## config.mk

```make
export PLATFORM = sky130hd
export DESIGN_NAME = pc_gen
export DESIGN_NICKNAME = d
export VERILOG_FILES = /design/src/rtl/pc_gen.sv
export SDC_FILE = /design/constraint.sdc
export NUM_CORES = 1
export LEC_CHECK = 0
export BUFFER_PORTS_ARGS = -buffer_cell sky130_fd_sc_hd__buf_2
export CORE_ASPECT_RATIO = 1.1
export CORE_MARGIN = 2
export CORE_UTILIZATION = 40
export DETAILED_ROUTE_END_ITERATION = 16
export GPL_TIMING_DRIVEN = 0
export PLACE_DENSITY = 0.81
export SETUP_SLACK_MARGIN = 0.3
export SKIP_LAST_GASP = 1
export SLEW_MARGIN = 25
export SYNTH_ARGS = -nofsm -noshare
export SYNTH_HDL_FRONTEND = slang
export SYNTH_SLANG_ARGS = --single-unit
```

## constraint.sdc

```tcl
create_clock -name clk -period 3.99 [get_ports clk]
set_input_delay 0.399 -clock clk [delete_from_list [all_inputs] [get_ports clk]]
set_output_delay 0.399 -clock clk [all_outputs]
set_load 0.005 [all_outputs]
```

## src/rtl/pc_gen.sv

```systemverilog
// pc_gen: fetch-stage PC register and next-PC select, optional RAS via PC_GEN_RAS_EN
module pc_gen #(
  parameter int XLEN = 32,
  parameter logic [XLEN-1:0] RESET_VECTOR = '0,
  parameter int RAS_DEPTH = 4
) (
  input  logic                         clk,
  input  logic                         reset,
  input  logic                         StallF,
  input  logic [1:0]                   PCSrc,
  input  logic [XLEN-1:0]              TargetAddr,
  input  logic [XLEN-1:0]              PCNextE,
  input  logic [XLEN-1:0]              TrapVector,
  input  logic                         CompressedF,
  input  logic                         RasPushF,
  input  logic                         RasPopF,
  output logic [XLEN-1:0]              PCF,
  output logic [XLEN-1:0]              PCNextF,
  output logic                         PCValidF,
  output logic                         MisalignF,
  output logic [$clog2(RAS_DEPTH):0]   RasCount
);
  localparam int PW = $clog2(RAS_DEPTH);
  localparam int CW = PW + 1;
  logic [XLEN-1:0] r_pc;
  logic            r_valid;
  logic            r_mis;
  logic            w_adv;
  logic [XLEN-1:0] w_tgt;
  logic [XLEN-1:0] w_sel;
  assign w_adv    = r_valid & ~StallF;
  assign PCF      = r_pc;
  assign PCValidF = r_valid;
  assign MisalignF = r_mis;
  assign PCNextF  = r_pc + (CompressedF ? XLEN'(2) : XLEN'(4));
`ifdef PC_GEN_RAS_EN
  localparam logic [CW-1:0] FULL = CW'(RAS_DEPTH);
  logic [XLEN-1:0] r_stack [RAS_DEPTH];
  logic [PW-1:0]   r_ptr;
  logic [CW-1:0]   r_cnt;
  logic            w_pop;
  logic [PW-1:0]   w_wr_idx;
  assign w_pop    = RasPopF && PCSrc == 2'b01 && r_cnt != '0;
  assign w_tgt    = w_pop ? r_stack[r_ptr] : TargetAddr;
  assign w_wr_idx = w_pop ? r_ptr : r_ptr + 1'b1;
  assign RasCount = r_cnt;
  // Top pointer and occupancy; a push+pop pair replaces the top in place
  always_ff @(posedge clk or negedge reset) begin
    if (!reset) begin
      r_ptr <= '0;
      r_cnt <= '0;
    end else if (w_adv) begin
      if (RasPushF && !w_pop) begin
        r_ptr <= r_ptr + 1'b1;
        r_cnt <= (r_cnt == FULL) ? r_cnt : r_cnt + 1'b1;
      end else if (w_pop && !RasPushF) begin
        r_ptr <= r_ptr - 1'b1;
        r_cnt <= r_cnt - 1'b1;
      end
    end
  end
  // Stack storage needs no reset: entries are only read while counted valid
  always_ff @(posedge clk) begin
    if (w_adv && RasPushF) r_stack[w_wr_idx] <= PCNextF;
  end
`else
  logic w_unused;
  assign w_unused = ^{RasPushF, RasPopF};
  assign w_tgt    = TargetAddr;
  assign RasCount = '0;
`endif
  // Next-PC source select
  always_comb begin
    w_sel = PCSrc == 2'b00 ? PCNextF :
            PCSrc == 2'b01 ? w_tgt :
            PCSrc == 2'b10 ? PCNextE : TrapVector;
  end
  // PC register; the first edge after reset only raises valid so RESET_VECTOR is fetched
  always_ff @(posedge clk or negedge reset) begin
    if (!reset) begin
      r_pc    <= RESET_VECTOR;
      r_valid <= 1'b0;
      r_mis   <= 1'b0;
    end else begin
      r_valid <= 1'b1;
      if (w_adv) begin
        r_pc  <= w_sel;
        r_mis <= w_sel[0];
      end
    end
  end
endmodule
```

======== Yosys cells after proc, flatten, opt, wreduce, memory -nomap -nowiden ========
Cells that the tools add are included.
cells by class
  $add $sub $neg .......................... 1
  equal/unequal tests ..................... 2
  muxes and demuxes ....................... 4
  bitwise gates (word level) .............. 2
  reductions and logical operators ........ 1
operator list
  cell                                                             number
  32-bit two-way mux                                               3
  32-bit by 3-bit adder with 32-bit output                         1
  3-bit two-way mux                                                1
  2-bit by 1-bit == test with 1-bit output, second input constant  1
  2-bit == test, second input constant                             1
  2-bit zero test                                                  1
  1-bit AND                                                        1
  1-bit inverter                                                   1
storage, ports and cells
  register bits ........................... 34
  input bits .............................. 104
  output and inout bits ................... 69
  logic and storage cells ................. 13

======== Longest topological paths before layout ========
  depth in word-level cells ............... 4
  mapped depth ............................ 8
  mapped depth without buffers ............ 7

======== Least setup slack after synthesis ========
OpenSTA, ideal clock, no wires.
  path kind ............................... input-to-output
  start ................................... input CompressedF
  end ..................................... output PCNextF[16]
  data arrival time ....................... 1960 ps
  data required time ...................... 3591 ps
  path slack .............................. 1631 ps
  stages .................................. 7
  buffers on the path ..................... 1
  cell sequence ........................... inv_1 -> ha_1 -> a21oi_1 -> or4_1 -> buf_2 -> or3_4 -> xnor2_1
on the way
  longest elaborated chain between the ends .. 2
ends and longest elaborated chain
  item                                      line  source
  start: declaration                        14    input logic CompressedF,
  3-bit two-way mux                         35    assign PCNextF = r_pc + (CompressedF ? XLEN'(2) : XLEN'(4));
  32-bit by 3-bit adder with 32-bit output  35
  end: declaration                          18    output logic [XLEN-1:0] PCNextF,
Every way passes these cells.

======== Worst setup path after layout ========
  start ................................... register r_pc[1] (netlist: PCF[1])
  end ..................................... output PCNextF[31]
on the way
  longest elaborated chain between the ends .. 1
ends and longest elaborated chain
  item                                      line  source
  start: declaration                        25    logic [XLEN-1:0] r_pc;
  start signal: assignment                  87    r_pc <= w_sel;
  32-bit by 3-bit adder with 32-bit output  35
Every way passes these cells.

==> results.md <==
* H-tree depth at 2
* DR vias/cell at 5.84
* Pin count of the biggest net entering global routing at 34
* Worst skew pair latency at 300 ps
* Antenna Cells at 0
* Met2 Wirelength at 5.84 mm
* P&R area growth vs syn at 33.8%
* Commonest non-fill, non-tap cell in the layout: buf_2
* Bufs on Longest Clock Path at 2
* Net Sw Frac at 37.9%
* Post-route ant nets at 0
* Max-slew headroom at 43.3%
* CTS sink count at 33
* Initial antenna violation count at 0
* CTS buffer count at 5
* Post-CTS setup repair buffer count at 0
* Commonest non-fill, non-tap cells in the layout: buf_2, dfrtp_1, nand2_1
* Clock Power Share at slightly above 20%
* M1 WL at 4.63 mm
* Post-CTS sizing at 0
* Die height at ~96 um
* EDFF count, synth at 0
* Outcome: finished clean
* Detailed Route Iter0 Violations at 349
* First-pass GRT wire length at 17.4 mm
* LEAKAGE at 1.98 nW
* Synth warn at 0
* CP endpoint kind: output pin
* Detailed Route WL at about 12 mm
* Post-Route Skew at 9.52 ps
* Synthesized area at around 3100 um^2
* P_int at between 800 and 900 uW
* WL met3 at 986 um
* Flop pwr share at 37.7%
* Max FO, Critical Path at 6
* CTS tree: built
* Top-area cell type share of the netlist area at 27.0%
* # rows at 33
* Setup violators final at 0
* Worst min path class: in2async
* Power Total at 1.29 mW
* Die W at between 80 and 90 um
* IO Pins at ~170
* Die area at 8360 um^2
* Filler instances at 731
* Sequential Area at just over 800 um^2
* Synth top area cells: dfrtp_1, mux2_2, mux4_2
* All-Layer GR Usage at 27.3%
* Worst-margin pin slew at 847 ps
* Via Count at 3600
* Post-placement cell count at 609
* Max Cap Viol at 0
* Layout cells sized above 1 at 41.0%
* Vias in the first global route at 3467
* DR WL/cell at 19.0 um
* Core ar. at 7430 um^2
* Post-CTS Hold Buffers at 0
* Top Layer Used: met4
* WHS at 204 ps
* Part of the cycle the worst path needs at 83.6%
* Top cell type by total area after synthesis: dfrtp_1
* Gate Count Post-Synth at 354
* Seq/Total Area, Yosys at a little over a quarter
* Combinational Power Share at 41.6%
* Multi-input gate area at 2070 um^2
* Final hold viol count at 0
* Mean post-synth cell area at between 8 and 9 um^2
* PortBufs at ~170
* Starting Density at 41.2%
* Max Transition Viols Final at 0
* Crit Path Class: reg2out
* Yosys cell types at 60
* Placer congestion estimate at 0.909
* Setup TNS at 0 ps
* Top_reg_cell synth: dfrtp_1
* Nets at between 600 and 700
* Power Dens Cells at 316 nW/um^2
* First drt pass iteration count at 5
* Switching power at between 400 and 500 uW
* Core Util, Final at 55.1%
* Arrival @ worst endpoint at 2940 ps
* Fin crit period at between 3000 and 4000 ps
* Root Driver: clkbuf_8
* Seq cells post-synth at 33
* Max IR drop VDD at 146 uV
* Fmax at between 200 and 300 MHz
* Final cell count without fillers at 616
* DP Wirelength at 8.87 mm
* Worst endpoint required time at 3590 ps
* Async set or reset register ratio after synthesis at 100%
* Overflow after GRT at 0
* Clk slew on worst S/H paths at roughly 70 ps
* Crit start category: register
* RSZ-0062 raised after global routing: false
* DRC Markers at 0
## state kept, by name (all words and copies together) (netlist names)
signal and count:
PCF 32, PCValidF 1
## synthesized netlist by cell type (4+ instances only)
master,n
buf_1,5
dfrtp_1,33
clkbuf_1,17
nor3_1,9
mux4_2,7
a21oi_1,20
xor2_1,12
a22oi_1,9
o21ai_0,27
nor2_1,23
mux2_2,19
xnor2_1,17
o2bb2ai_1,7
a22o_1,12
nand2_1,33
and4_1,4
nand4_1,6
inv_1,5
nand3_1,9
mux2i_1,6
buf_4,6
and3_1,9
## worst max-delay path, cell delays in order, from the launching register on
cell     delay, ps
dfrtp_1        390
ha_1           220
fa_1           330
nand4_1        240
nor4_1         760
and4_1         370
xor2_1         180
buf_2          140
## worst paths after layout
| path | from | to | slack [ps] | cells past startpoint |
|---|---|---|---|---|
| min reg2reg | PCF[1] | PCF[1] | 550 | 2 |
| min | reset | PCF[16] | 200 | 1 |
| min in group clk | PCNextE[13] | PCF[13] | 420 | 3 |
| max reg2reg | PCF[1] | PCF[25] | 1130 | 7 |
| max in group asynchronous | reset | PCValidF | 3270 | 1 |
| max | PCF[1] | PCNextF[31] | 650 | 7 |
## power by group through the flow
stage	logic [mW]	clock network, mW	registers (mW)
2_1_floorplan	0.283	0	0.477
3_3_place_gp	0.521	0	0.486
3_5_place_dp	0.532	0	0.490
4_1_cts	0.535	0.268	0.485
5_1_grt	0.586	0.283	0.499
6_report	0.537	0.267	0.487
## layer usage
layer,vias up,GRT usage (%)
met5,-,0
li1,1665,-
met4,0,11.5
met2,217,45.8
met1,1697,34.3
met3,21,5.23
## stage by stage
stage	setup WS [ps]	instance area, um^2
finish	653	4090
floorplan	1630	3070
detailed placement	939	4010
global route	591	4090
CTS	727	4090
global placement	956	4010
## cell type report
type | count | share of cell area (%)
repair buffers | 166 | 20.3
clock buffers | 7 | 2.11
multi-input cells | 285 | 50.6
flip-flops and latches | 33 | 20.2
well taps | 87 | 2.66
plain buffers | 32 | 3.61
inverters | 6 | 0.550
## cell families (layout without fill, tap and decap cells)
family	Yosys count	count (layout)	synth area share, %
simple gates	114	114	19.9
other cells	2	4	0.245
xor+xnor	29	29	8.30
flops	33	33	27.0
buf+inv	38	211	5.56
fa+ha+maj	3	3	1.47
mux	32	32	14.1
compound gates	103	103	23.4
Note: power is estimated with default switching activity, not from simulation.
